[config.mk]
export PLATFORM = sky130hd
export DESIGN_NAME = switch_alloc_rr
export DESIGN_NICKNAME = d
export VERILOG_FILES = /design/src/rtl/switch_alloc_rr.sv
export SDC_FILE = /design/constraint.sdc
export NUM_CORES = 1
export LEC_CHECK = 0
export CAP_MARGIN = 5
export CORE_MARGIN = 3
export CORE_UTILIZATION = 31
export DETAILED_ROUTE_END_ITERATION = 8
export GPL_ROUTABILITY_DRIVEN = 1
export SLEW_MARGIN = 20
export SYNTH_ARGS = -nofsm -noshare
export SYNTH_HDL_FRONTEND = slang
export SYNTH_SLANG_ARGS = --single-unit
[constraint.sdc]
create_clock -name clk -period 9 [get_ports clk]
set_input_delay 1.8 -clock clk [delete_from_list [all_inputs] [get_ports clk]]
set_output_delay 1.8 -clock clk [all_outputs]
set_load 0.05 [all_outputs]
[src/rtl/switch_alloc_rr.sv]
// Separable switch allocator for a 5-port mesh router: per-input output pick,
// then per-output round-robin arbitration with wormhole locking from head to tail.
module switch_alloc_rr #(
    parameter int NUM_PORT = 5,
    parameter int SEL_W    = 3
) (
    input  logic                           clk,
    input  logic                           reset,
    input  logic [NUM_PORT-1:0]            req_valid,
    input  logic [NUM_PORT*NUM_PORT-1:0]   prod_vec,
    input  logic [NUM_PORT-1:0]            flit_head,
    input  logic [NUM_PORT-1:0]            flit_tail,
    input  logic [NUM_PORT-1:0]            out_ready,
    output logic [NUM_PORT-1:0]            in_grant,
    output logic [NUM_PORT-1:0]            out_valid,
    output logic [NUM_PORT*SEL_W-1:0]      out_sel,
    output logic [NUM_PORT-1:0]            out_locked
);

    logic [SEL_W-1:0] ptr_q   [NUM_PORT];
    logic [SEL_W-1:0] ptr_d   [NUM_PORT];
    logic [SEL_W-1:0] owner_q [NUM_PORT];
    logic [SEL_W-1:0] owner_d [NUM_PORT];
    logic [NUM_PORT-1:0] lock_q;
    logic [NUM_PORT-1:0] lock_d;

    // req_in[i] is the one-hot output requested by input i
    logic [NUM_PORT-1:0][NUM_PORT-1:0] req_in;
    // grant_out[o] is the one-hot winning input at output o
    logic [NUM_PORT-1:0][NUM_PORT-1:0] grant_out;

    // Dimension-ordered preference: X (E then W), then Y (N then S), then Local and beyond.
    function automatic logic [NUM_PORT-1:0] pick_head(input logic [NUM_PORT-1:0] pv);
        logic [NUM_PORT-1:0] r;
        r = '0;
        if (pv[1]) begin
            r[1] = 1'b1;
        end else if (pv[0]) begin
            r[0] = 1'b1;
        end else if (pv[3]) begin
            r[3] = 1'b1;
        end else if (pv[2]) begin
            r[2] = 1'b1;
        end else begin
            for (int b = NUM_PORT - 1; b >= 4; b--) begin
                if (pv[b]) begin
                    r    = '0;
                    r[b] = 1'b1;
                end
            end
        end
        return r;
    endfunction

    always_comb begin
        logic found;
        req_in = '0;
        found  = 1'b0;
        for (int i = 0; i < NUM_PORT; i++) begin
            if (req_valid[i]) begin
                if (flit_head[i]) begin
                    req_in[i] = pick_head(prod_vec[i*NUM_PORT +: NUM_PORT]);
                end else begin
                    // Body/tail flits follow the lock they own, regardless of routing.
                    found = 1'b0;
                    for (int o = 0; o < NUM_PORT; o++) begin
                        if (!found && lock_q[o] && owner_q[o] == SEL_W'(i)) begin
                            req_in[i][o] = 1'b1;
                            found        = 1'b1;
                        end
                    end
                end
            end
        end
    end

    always_comb begin
        logic found;
        int   idx;
        grant_out = '0;
        found     = 1'b0;
        idx       = 0;
        for (int o = 0; o < NUM_PORT; o++) begin
            found = 1'b0;
            if (!reset && out_ready[o]) begin
                if (lock_q[o]) begin
                    for (int i = 0; i < NUM_PORT; i++) begin
                        if (owner_q[o] == SEL_W'(i) && req_in[i][o] && !flit_head[i]) begin
                            grant_out[o][i] = 1'b1;
                        end
                    end
                end else begin
                    for (int k = 0; k < NUM_PORT; k++) begin
                        idx = (int'(ptr_q[o]) + k) % NUM_PORT;
                        if (!found && req_in[idx][o] && flit_head[idx]) begin
                            grant_out[o][idx] = 1'b1;
                            found             = 1'b1;
                        end
                    end
                end
            end
        end
    end

    always_comb begin
        in_grant  = '0;
        out_valid = '0;
        out_sel   = '0;
        for (int o = 0; o < NUM_PORT; o++) begin
            out_valid[o] = |grant_out[o];
            for (int i = 0; i < NUM_PORT; i++) begin
                if (grant_out[o][i]) begin
                    in_grant[i]                = 1'b1;
                    out_sel[o*SEL_W +: SEL_W]  = SEL_W'(i);
                end
            end
        end
    end

    // Heads advance the pointer past the winner; only a multi-flit head takes the lock.
    always_comb begin
        lock_d = lock_q;
        for (int o = 0; o < NUM_PORT; o++) begin
            ptr_d[o]   = ptr_q[o];
            owner_d[o] = owner_q[o];
            for (int i = 0; i < NUM_PORT; i++) begin
                if (grant_out[o][i]) begin
                    if (flit_head[i]) begin
                        ptr_d[o] = SEL_W'((i + 1) % NUM_PORT);
                        if (!flit_tail[i]) begin
                            lock_d[o]  = 1'b1;
                            owner_d[o] = SEL_W'(i);
                        end
                    end else if (flit_tail[i]) begin
                        lock_d[o] = 1'b0;
                    end
                end
            end
        end
    end

    always_ff @(posedge clk) begin
        if (reset) begin
            lock_q <= '0;
            for (int o = 0; o < NUM_PORT; o++) begin
                ptr_q[o]   <= '0;
                owner_q[o] <= '0;
            end
        end else begin
            lock_q <= lock_d;
            for (int o = 0; o < NUM_PORT; o++) begin
                ptr_q[o]   <= ptr_d[o];
                owner_q[o] <= owner_d[o];
            end
        end
    end

    assign out_locked = lock_q;

endmodule

==> results of run 1 <==
placed cells by master (no fill, tap or decap), drive strengths merged, types with 29 or more instances in the layout:
| master | n |
|---|---|
| a211oi | 29 |
| a21oi | 144 |
| a31oi | 46 |
| buf | 74 |
| clkdlybuf4s50 | 55 |
| dfxtp | 35 |
| ha | 147 |
| inv | 130 |
| mux2i | 35 |
| nand2 | 204 |
| nand2b | 54 |
| nand3 | 65 |
| nor2 | 163 |
| nor3 | 75 |
| o21ai | 95 |
| o31ai | 29 |
| or2 | 30 |
| xnor2 | 49 |
flip-flops by register name (all words and copies together), names as in the netlist:
signal      flops
ptr_q          15
out_locked      5
owner_q        15
power by group through the flow:
| stage | combinational [mW] | clock (mW) | sequential (mW) |
|---|---|---|---|
| 6_report | 2.78 | 0.209 | 0.211 |
| 3_3_place_gp | 2.69 | 0 | 0.212 |
| 2_1_floorplan | 1.96 | 0 | 0.214 |
| 5_1_grt | 3.03 | 0.215 | 0.213 |
| 3_5_place_dp | 2.72 | 0 | 0.212 |
| 4_1_cts | 2.73 | 0.210 | 0.209 |
through the flow:
| stage | cells | util [%] | instance area, um^2 | power (mW) | setup slack, ns |
|---|---|---|---|---|---|
| floorplan | 2046 | - | 14100 | 2.17 | 0.122 |
| finish | 2671 | 35.7 | 15900 | 3.20 | 0.507 |
| global placement | 2663 | 35.3 | 15700 | 2.90 | 0.653 |
| CTS | 2671 | 35.7 | 15900 | 3.15 | 0.474 |
| global route | 2671 | 35.7 | 15900 | 3.46 | 0.0139 |
| detailed placement | 2663 | 35.3 | 15700 | 2.93 | 0.586 |
final cells by class:
class	count	area share, %
Timing Repair Buffer	129	8.21
Sequential cell	35	4.40
Clock buffer	5	0.786
Multi-Input combinational cell	1773	78.5
Inverter	134	3.16
Tap cell	592	4.65
Clock inverter	3	0.275
what timing repair did:
| item | 4_1_cts | 5_1_grt |
|---|---|---|
| gates resized for setup | 0 | 2 |
| setup buffers | 0 | 0 |
| endpoints found under the setup margin | 0 | 2 |
metal layers:
layer  part of all wire [%]  track usage, %  vias to the layer above
met5                      0               0                        -
met4                    3.0            6.74                        0
met3                    8.9            3.88                      111
met2                     44            34.2                      798
met1                     44            29.9                     7754
li1                       -               -                     7842
kinds of logic after synthesis:
| group | count (synthesis) | share of synthesized area [%] |
|---|---|---|
| buffers and inverters | 238 | 6.71 |
| and+or+nand+nor | 840 | 32.0 |
| adders and majority gates | 149 | 13.3 |
| AOI/OAI and AO/OA | 678 | 35.4 |
| xor gates and xnor gates | 55 | 3.84 |
| DFF | 35 | 4.96 |
| muxes | 51 | 3.84 |
final timing paths:
path / from / to / slack, ns / depth (start not counted)
max: ptr_q[0][7] / out_valid[2] / 0.51 / 23
max reg2reg: ptr_q[0][1] / out_locked[0] / 2.33 / 22
min reg2reg: owner_q[0][14] / owner_q[0][14] / 0.52 / 2
min: owner_q[0][14] / owner_q[0][14] / 0.52 / 2
worst max-delay path, stage by stage (launching register included):
cell and delay, ns:
dfxtp_1 0.31, inv_1 0.28, ha_1 0.44, inv_1 0.15, ha_1 0.40, inv_1 0.14, ha_1 0.22, nor3_1 0.46
nor2_1 0.16, xnor2_1 0.28, ha_1 0.25, nor2b_1 0.31, o32ai_2 0.16, and2_1 0.23, a221o_1 0.31, a221oi_2 0.39
nor4_4 0.10, nand4_1 0.17, o211a_1 0.19, nor3_1 0.05, buf_4 0.18, or2_1 0.28, or4b_2 0.74, buf_12 0.20
==> impl_metrics.yaml, run 1 <==
floorplan:
  die_y_um: 219
  coreArea_um2: 44600
  start_util_pct: 31.7
  fp.dieW_um: 219
  row_count: 77
  die_area_um2: 48200
  ios: 77
timing:
  finalClockSkew_ns: 0.0126
  rsz0062_at_grt: "false"
  tightestPinTransition_ns: 1.03
  finalSetupViolCount: 0
  min_period_over_period_pct: 94.4
  hold_ws_ns: 0.516
  finalHoldViolCount: 0
  slew_headroom_pct: 31.6
  setup_tns_ns: 0
  fmax_ghz: 0.118
  maxSlewViolCount: 0
  min_period_ns: 8.49
synth:
  synth_area_leader_cell: "ha_1"
  async_flop_share_pct: 0
  synthDistinctLibCells: 119
  syn-num-nets: 2242
  ys_ff_latch: 35
  ys.flop_type: "dfxtp_1"
  synth-edff-count: 0
  syn_avg_cell_area_um2: 6.90
  netlist_instances: 2046
  synth.most_common_cell: "nand2_1"
  yosysSeqAreaShare_pct: 4.96
  syn_area_um2: 14100
  yosys-top-cells-count: "203 x nand2_1, 163 x nor2_1, 147 x ha_1"
  ys_warn_count: 0
  synth.top_cell.area_share_pct: 13.0
  synth_area_leaders: "ha_1 13%, nand2_1 5.4%, dfxtp_1 5.0%, a21oi_1 4.8%, nor2_1 4.3%"
route:
  wl_per_cell_um: 20.6
  drt-total-wl_mm: 54.9
  drt-pass1-iter-count: 6
  post-route-drc-count: 0
  drt_iter0_markers: 1819
  final_antenna_net_count: 0
  via_count: 16500
  vias_per_cell: 6.18
critical_path:
  crit_path_end_kind: "primary output"
  crit_fanout: 9
  path_class: "reg2out"
  worstPathRequired_ns: 7.20
  worstSetupStartpointType: "register"
  arrival_ns: 6.69
power:
  cell_internal_pwr_mw: 1.36
  share_comb_of_total_power_pct: 86.9
  ir_drop_mv: 0.256
  seq_power_share_pct: 6.6
  switchingPower_mw: 1.84
  power.density_nw_per_um2: 201
  leakagePower_nw: 5.97
  p_sw_share_pct: 57.4
  power_frac_clock_pct: 6.5
layout:
  num-fill-cells: 4734
  nets: 2274
  multi_input_area_um2: 12500
  drive_above_1_share_pct: 10.1
  antennaDiodeCount: 0
  areaGrowthSynthToFinish_pct: 12.7
  regArea_um2: 701
grt:
  grt_max_degree: 45
  grt_pass1_vias: 15100
  grt_overflow: 0
  grt_pass1_wl_mm: 84.8
  antenna_found_initial: 1
  track_usage_pct: 21.7
clock_network:
  path_clk_slew_ns: 0.07
  clockBufferDepth: 2
  tritoncts: "done"
  cts_root_buffer: "clkbuf_16"
  clk_latency_ns: 0.30
  ctsHoldBuffers: 0
  htreeDepth: 2
  cts_buffers: 5
  clkSinkCount: 35
place:
  portBuffers: 76
  dp_hpwl_mm: 43.0
  gp_congestion: 1.02
status:
  status: "complete, no violations"
run:
  cap_viol_max_count: 0
worst_hold_path:
  hold_class: "reg2reg"
(Power assumes the default switching activity.)
==> run 2, diff against run 1 <==
CELL_PAD_IN_SITES_DETAIL_PLACEMENT = 0   (was default)
CELL_PAD_IN_SITES_GLOBAL_PLACEMENT = 2   (was default)
CORE_ASPECT_RATIO = 1.1   (was default)
CORE_UTILIZATION = 33   (was 31)
PLACE_DENSITY_LB_ADDON = 0.1   (was default)
==> impl_metrics.yaml, run 2 (synthesized netlist as in run 1, its figures left out) <==
status:
  status: "complete, no violations"
timing:
  min_period_ns: 8.62
  min_period_over_period_pct: 95.7
  slew_headroom_pct: 35.3
  maxSlewViolCount: 0
  finalHoldViolCount: 0
  tightestPinTransition_ns: 0.964
  fmax_ghz: 0.116
  rsz0062_at_grt: "false"
  hold_ws_ns: 0.492
  finalSetupViolCount: 0
  setup_tns_ns: 0
  finalClockSkew_ns: 0.00280
layout:
  areaGrowthSynthToFinish_pct: 13.5
  final_cell_mix: "203 x nand2_1, 163 x nor2_1, 146 x ha_1"
  final_area_um2: 16000
  layout_commonest_cell: "nand2_1"
  drive_above_1_share_pct: 10.7
  nets: 2290
  antennaDiodeCount: 0
  regArea_um2: 701
  num-fill-cells: 4600
  multi_input_area_um2: 12500
  fin_cells: 2655
place:
  place_area_um2: 15800
  dp_hpwl_mm: 45.8
  gp_congestion: 0.917
  portBuffers: 76
  dp.cells: 2647
route:
  drt-total-wl_mm: 58.1
  drt_iter0_markers: 1431
  final_antenna_net_count: 0
  drt-pass1-iter-count: 5
  vias_per_cell: 6.18
  post-route-drc-count: 0
  via_count: 16400
  wl_per_cell_um: 21.9
critical_path:
  r2r_slack_ns: 2.57
  crit_path_end_kind: "primary output"
  arrival_ns: 6.82
  path_class: "reg2out"
  reg2reg_from: "ptr_q[0][9]"
  slowest_delay_ns: 0.57
  rr_worst_depth: 23
  setup.worst_path.start: "ptr_q[0][9]"
  r2r_end: "owner_q[0][10]"
  cp-endpoint: "out_valid[3]"
  crit_path_frequent_cell: "ha_1"
  path_cells: "inv_1, buf_4, ha_1, inv_1, ha_1, inv_1, ha_1, nor3_2, nor3_1, or2_2, ha_1, a2111o_1, a221oi_1, a32oi_1, o21ai_0, a22oi_1, nand3b_1, nor3b_1, a31oi_1, a21oi_1, buf_4, or2_2, or4_1, buf_4"
  worstSetupStartpointType: "register"
  worst-path-buf-inv: 6
  slowest_stage: "or4_1"
  worstPathRequired_ns: 7.20
  cp.depth: 24
  crit_fanout: 8
  critPathTopFamily: "simple AND/OR/NAND/NOR gates"
grt:
  antenna_found_initial: 1
  grt_pass1_wl_mm: 90.0
  grt_overflow: 0
  track_usage_pct: 24.5
  grt_pass1_vias: 15200
  grt_max_degree: 45
floorplan:
  start_util_pct: 33.8
  ios: 77
  die_y_um: 223
  row_count: 78
  fp.dieW_um: 203
  coreArea_um2: 41800
  die_area_um2: 45300
clock_network:
  htreeDepth: 2
  clkSinkCount: 35
  tritoncts: "done"
  path_clk_slew_ns: 0.06
  cts_root_buffer: "clkbuf_16"
  clk_latency_ns: 0.30
  cts_buffers: 5
  clockBufferDepth: 2
worst_hold_path:
  hold_class: "reg2reg"
  whs_path_depth: 2
run:
  cap_viol_max_count: 0
power:
  power_mw: 3.24
  leakagePower_nw: 6.04
  ir_drop_mv: 0.412
  power.density_nw_per_um2: 202
## run 2: worst min-delay path, cell delays in order, from the launching register on
cell,delay (ns)
dfxtp_1,0.32
nand3_1,0.06
a21oi_1,0.06
## run 2: how the worst min path moves through the flow
stage,startpoint,slack (ns),end
2_1_floorplan,owner_q[0][14],0.46,owner_q[0][14]
3_3_place_gp,owner_q[0][14],0.49,owner_q[0][14]
3_5_place_dp,owner_q[0][14],0.49,owner_q[0][14]
4_1_cts,owner_q[0][14],0.49,owner_q[0][14]
5_1_grt,owner_q[0][14],0.54,owner_q[0][14]
6_report,owner_q[0][14],0.49,owner_q[0][14]
## run 2: layout make-up
cell class,count,share of cell area (%)
multi-input cells,1773,78.0
clock buffers,7,0.953
flip-flops and latches,35,4.37
well taps,560,4.37
inverters,134,3.14
repair buffers,145,9.12
clock inverters,1,0.0468
## run 2: through the flow
step	setup slack, ns	util, %
2_1_floorplan	0.122	-
3_3_place_gp	0.635	37.9
3_5_place_dp	0.599	37.9
4_1_cts	0.258	38.3
5_1_grt	0.0549	38.4
6_report	0.384	38.4
## run 2: power breakdown
group / internal [mW] / switching [mW] / leakage (nW)
logic: 1.09 / 1.74 / 5.69
clock network: 0.118 / 0.0809 / 0.0761
registers: 0.173 / 0.0449 / 0.283
total: 1.38 / 1.86 / 6.04
## run 2: per-layer routing
layer / wire length (um) / GRT usage, % / part of all wire (%) / vias to the layer above
met5: 13 / 0 / 0.022 / -
met2: 27000 / 40.8 / 46 / 531
met3: 2820 / 2.63 / 4.8 / 82
met4: 1290 / 5.57 / 2.2 / 2
li1: - / - / - / 7856
met1: 27000 / 34.1 / 47 / 7937
## run 2: repair_timing
item / in CTS / in global routing
hold endpoints to repair: 0 / 0
hold buffers: 0 / 0
endpoints found under the setup margin: 0 / 5
setup buffers: 0 / 0
gates resized for setup: 0 / 3
